==> src/rtl/shift_wb_pkg.sv <==
// Shared types and encodings for the shifter result writeback stage.
// Entry layout, flag bit positions and operand size codes.
package shift_wb_pkg;

    localparam int DST_W = 4;

    localparam int FL_SIGN = 3;
    localparam int FL_ZERO = 2;
    localparam int FL_OVR  = 1;
    localparam int FL_COUT = 0;

    localparam logic [1:0] SZ_8  = 2'b00;
    localparam logic [1:0] SZ_16 = 2'b01;
    localparam logic [1:0] SZ_32 = 2'b10;
    localparam logic [1:0] SZ_64 = 2'b11;

    typedef struct packed {
        logic [63:0]      data;
        logic [DST_W-1:0] dst;
        logic [1:0]       size;
        logic [3:0]       flags;
    } wb_entry_t;

    localparam int ENTRY_W = $bits(wb_entry_t);

endpackage

==> src/rtl/shift_wb_fifo.sv <==
// Generic FIFO with a registered head entry and valid flag.
// A push into an empty (or emptying) queue bypasses into the head register.
module shift_wb_fifo #(
    parameter int W     = 8,
    parameter int DEPTH = 8
) (
    input  logic                   CLK,
    input  logic                   RESET,
    input  logic                   push,
    input  logic                   pop_req,
    input  logic [W-1:0]           din,
    output logic                   we,
    output logic [W-1:0]           head,
    output logic [$clog2(DEPTH):0] count,
    output logic [$clog2(DEPTH):0] count_nxt,
    output logic                   push_ok,
    output logic                   pop
);

    localparam int AW = $clog2(DEPTH);
    localparam int CW = AW + 1;

    logic [W-1:0]  mem [DEPTH];
    logic [AW-1:0] wptr;
    logic [AW-1:0] rptr;
    logic [AW-1:0] rptr_nxt;
    logic [W-1:0]  head_nxt;
    logic          full;

    assign full     = (count == CW'(DEPTH));
    assign pop      = we & pop_req;
    assign push_ok  = push & (~full | pop);
    assign rptr_nxt = rptr + AW'(pop);

    always_comb begin
        count_nxt = count + CW'(push_ok) - CW'(pop);
        head_nxt  = mem[rptr_nxt];
        // Pushed entry lands exactly where the next head is read from
        if (push_ok && (rptr_nxt == wptr)) begin
            head_nxt = din;
        end
    end

    always_ff @(posedge CLK) begin
        if (push_ok) begin
            mem[wptr] <= din;
        end
    end

    always_ff @(posedge CLK or posedge RESET) begin
        if (RESET) begin
            wptr  <= '0;
            rptr  <= '0;
            count <= '0;
            we    <= 1'b0;
            head  <= '0;
        end else begin
            wptr  <= wptr + AW'(push_ok);
            rptr  <= rptr_nxt;
            count <= count_nxt;
            we    <= (count_nxt != '0);
            if (count_nxt != '0) begin
                head <= head_nxt;
            end
        end
    end

endmodule

==> src/rtl/shift_result_writeback.sv <==
// Shifter result writeback: queues results, drives the register-file port,
// updates architectural flags at retire and throttles issue via STALL.
module shift_result_writeback
    import shift_wb_pkg::*;
#(
    parameter int DSTWidth = DST_W,
    parameter int DEPTH    = 8,
    parameter int SKID     = 3
) (
    input  logic                   CLK,
    input  logic                   RESET,
    input  logic                   RDY,
    input  logic [63:0]            R,
    input  logic [DSTWidth-1:0]    DST,
    input  logic [1:0]             SR,
    input  logic                   OVR,
    input  logic                   ZERO,
    input  logic                   COUT,
    input  logic                   SIGN,
    output logic                   STALL,
    output logic                   WE,
    input  logic                   GNT,
    output logic [63:0]            WDATA,
    output logic [DSTWidth-1:0]    WDST,
    output logic [1:0]             WSIZE,
    output logic [3:0]             FLAGS,
    output logic                   FLAGS_WE,
    output logic [$clog2(DEPTH):0] COUNT,
    output logic                   OFLOW
);

    localparam int CW = $clog2(DEPTH) + 1;

    wb_entry_t     din_e;
    wb_entry_t     head_e;
    logic [CW-1:0] count_nxt;
    logic          push_ok;
    logic          pop;

    always_comb begin
        din_e = '0;
        din_e.data = R;
        din_e.dst  = DST;
        din_e.size = SR;
        din_e.flags[FL_SIGN] = SIGN;
        din_e.flags[FL_ZERO] = ZERO;
        din_e.flags[FL_OVR]  = OVR;
        din_e.flags[FL_COUT] = COUT;
    end

    shift_wb_fifo #(
        .W     (ENTRY_W),
        .DEPTH (DEPTH)
    ) u_fifo (
        .CLK       (CLK),
        .RESET     (RESET),
        .push      (RDY),
        .pop_req   (GNT),
        .din       (din_e),
        .we        (WE),
        .head      (head_e),
        .count     (COUNT),
        .count_nxt (count_nxt),
        .push_ok   (push_ok),
        .pop       (pop)
    );

    assign WDATA = head_e.data;
    assign WDST  = head_e.dst;
    assign WSIZE = head_e.size;

    always_ff @(posedge CLK or posedge RESET) begin
        if (RESET) begin
            FLAGS    <= '0;
            FLAGS_WE <= 1'b0;
            STALL    <= 1'b0;
            OFLOW    <= 1'b0;
        end else begin
            FLAGS_WE <= pop;
            if (pop) begin
                FLAGS <= head_e.flags;
            end
            // Leaves SKID free slots for ops already past issue
            STALL <= (count_nxt >= CW'(DEPTH - SKID));
            if (RDY && !push_ok) begin
                OFLOW <= 1'b1;
            end
        end
    end

endmodule

==> config.mk <==
export PLATFORM = sky130hd
export DESIGN_NAME = shift_result_writeback
export DESIGN_NICKNAME = d
export VERILOG_FILES = /design/src/rtl/shift_wb_pkg.sv /design/src/rtl/shift_wb_fifo.sv /design/src/rtl/shift_result_writeback.sv
export SDC_FILE = /design/constraint.sdc
export NUM_CORES = 1
export LEC_CHECK = 0
export BUFFER_PORTS_ARGS = -buffer_cell sky130_fd_sc_hd__buf_4
export CAP_MARGIN = 10
export CORE_ASPECT_RATIO = 0.5
export CORE_MARGIN = 1
export CORE_UTILIZATION = 55
export DETAILED_ROUTE_END_ITERATION = 7
export PLACE_DENSITY = 0.82
export SKIP_LAST_GASP = 1
export SYNTH_ARGS = -nofsm -noshare
export SYNTH_HDL_FRONTEND = slang
export SYNTH_SLANG_ARGS = --single-unit
==> constraint.sdc <==
create_clock -name CLK -period 10.9 [get_ports CLK]
set_input_delay 2.18 -clock CLK [delete_from_list [all_inputs] [get_ports CLK]]
set_output_delay 2.18 -clock CLK [all_outputs]
set_load 0.01 [all_outputs]
==> metrics.txt <==
CTS Sinks=about 700; Seq pwr share=0.407; Worst path most repeated cell=buf_4; clock share of power=0.221; max incr delay on CP=0.94 ns; Mapped Cells=around 1900; hold buffer count at CTS=0; Pleak=between 10 and 15 nW; combinational fraction of design power=0.372; vias in the first global route=16378; largest net degree at the start of global routing=between 200 and 250; core area=47600 um^2; data required time of the worst path=11.36 ns; Yosys reg bits=just under 700; HP Start=u_fifo.head[66]; r2r startpoint=u_fifo.we; PD cells=around 300 nW/um^2; number of flops mapped to enable cells by yosys=592; routed wire length=between 60000 and 70000 um; RSZ-0062 raised after global routing=no; DRC violations left=3; Met3 Wirelength=~5700 um; Util after Layout=0.630; min-delay worst type=register to register; row cnt=56; Post-DP Area=between 20000 and 30000 um^2; later-pin clock latency in the skew report=between 0.5 and 0.6 ns; number of buffers created by CTS=57; RD Place Congestion=between 0.7 and 0.8; Max Slew Vio Count=0; die area=between 50000 and 60000 um^2; Worst path slowest cell=buf_4; Synth Flop Type=edfxtp_1; Hold WS=a little under 0.5 ns; global route overflow=0; vias after detailed routing=approximately 16000; cell area after synthesis=between 20000 and 30000 um^2; syn_nets=between 1500 and 2000; Ports=160; met2 wire length=31800 um; Fmax=about 180 MHz; Peak VDD IR=399 uV; Sw Share=0.370; measured slew at the worst slew-check pin=between 1 and 1.5 ns; yosys warns=0; Die X=between 300 and 400 um; DP HPWL=~32000 um; commonest cells in the netlist=592 x edfxtp_1, 445 x nand2_1, 148 x nand3_1, 92 x dfrtp_1, 78 x buf_4; Max Clock Skew=approximately 0.019 ns; design area=between 30000 and 40000 um^2; CTS tree=done; top cell type's share of synthesized area=0.658; max_slew headroom=0.228; initial antenna violation count=1; P_int=5.61 mW; Final Hold Fails=0; critical path's top delay family=buffers and inverters; CP cell instances=buf_4, and3_1, ha_1, xnor2_2, buf_12, inv_8, buf_4, mux4_2, nor2b_1, a211oi_1, o2bb2ai_1; fin crit period=5.57 ns; first drt pass iteration count=7; CTS clk-pin slew, worst paths=around 0.06 ns; Worst Path Max Fanout=220; failing checks=design-rule violations; cell accounting for the most synthesized area=edfxtp_1; CTS resizes=0; clk buf depth=3; Switch Pwr=roughly 3.3 mW; top layer reached by signal wires=met4; crit path launch=GNT; layout cell share with drive strength beyond 1=0.150; Port-buffer cells=approximately 160; CP startpoint kind=input pin; register area share after synthesis=0.743; max-cap check violation count=0; CP Class=input pin to register; Fillers=3181; DR iter-0 viols=a little over 2000; status=finished with violations; P&R area growth vs syn=11.1%; Synth area leaders=edfxtp_1 66%, dfrtp_1 8.5%, nand2_1 6.2%; root buf cell=clkbuf_16; Final ANT Viol Nets=0; crit share post-route=0.511; Post-Layout Cell Count=roughly 2600; Layout Nets=about 2000; average size of a mapped cell=roughly 14 um^2; vias per inst=about 6.2; Crit path buffers/inverters=4; asr flop ratio synth=0.135; setup_tns=0 ns; post-CTS setup buffers=0; most common cell in the netlist=edfxtp_1; Die Ht=about 160 um; Wirelength per Cell=23.7 um; Worst Setup End Kind=register; Worst EP arrival=a little over 6 ns; htree depth=2; first-pass GRT wire length=about 94000 um; Synth cell types=43; GRT Resource Usage Total=0.247; placed cell count=approximately 2500; met1 wire length=about 23000 um; Starting Density=0.567; Final setup viols=0
-- metal layers --
layer,GRT usage,up-vias
li1,-,7139
met1,0.323,8189
met2,0.422,947
met3,0.0350,153
met4,0.0920,0
met5,0,-
-- placed cells by master, fill, tap and decap left out, types with 14 or more instances in the layout --
master	Yosys	routed
mux2i_1	73	73
o2bb2ai_1	74	74
nand3_1	148	147
clkbuf_16	0	57
buf_4	78	188
nand2_1	445	445
edfxtp_1	592	592
clkbuf_1	38	14
a32oi_1	73	73
a31oi_1	73	73
o21ai_0	73	73
dfrtp_1	92	92
-- flip-flops by register name (all words and copies together) (netlist names) --
name / cells
OFLOW: 1
u_fifo.mem: 592
FLAGS: 4
u_fifo.count: 4
u_fifo.head: 74
STALL: 1
u_fifo.rptr: 3
FLAGS_WE: 1
u_fifo.wptr: 3
u_fifo.we: 1
-- power groups by stage --
stage | sequential, mW | combinational [mW] | clock, mW
floorplan | 3.64 | 2.40 | 0
global placement | 3.65 | 3.12 | 0
detailed placement | 3.67 | 3.26 | 0
CTS | 3.62 | 3.30 | 1.97
global route | 3.66 | 3.57 | 2.06
finish | 3.63 | 3.32 | 1.97
-- metrics by stage --
| step | setup slack, ns | power [mW] |
|---|---|---|
| floorplan | 0.722 | 6.04 |
| global placement | 4.78 | 6.77 |
| detailed placement | 4.71 | 6.92 |
| CTS | 5.31 | 8.90 |
| global route | 5.09 | 9.29 |
| finish | 5.33 | 8.91 |
-- worst paths after layout --
| path | end | slack, ns | depth (start not counted) |
|---|---|---|---|
| setup / recovery | u_fifo.head[20] | 5.33 | 11 |
| hold / removal | u_fifo.head[66] | 0.49 | 1 |
| setup reg to reg | u_fifo.head[20] | 6.57 | 10 |
| hold reg to reg | u_fifo.head[66] | 0.49 | 1 |
| max in group asynchronous | u_fifo.head[14] | 7.83 | 3 |
| min in group asynchronous | u_fifo.head[38] | 1.66 | 2 |
-- cells by family (layout without fill, tap and decap cells) --
kind of cell,count (synthesis),count (layout),share of synthesized area
simple gates,615,615,0.0949
mux,79,79,0.0304
xor+xnor,7,7,0.00361
fa+ha+maj,8,8,0.00398
flops,684,684,0.743
buf+inv,199,304,0.0433
other cells,0,1,0
compound gates,303,303,0.0810
-- final cells by class --
type / instances / area [um^2] / area share
sequential: 684 / 20100 / 0.669
multi-input combinational: 1012 / 5860 / 0.195
clock buffer: 80 / 1600 / 0.0534
timing repair buffer: 189 / 1430 / 0.0477
tap: 638 / 798 / 0.0266
clock inverter: 23 / 183 / 0.00609
inverter: 12 / 56.3 / 0.00188
antenna: 1 / 2.50 / 0.0000834
(Power assumes the default switching activity.)
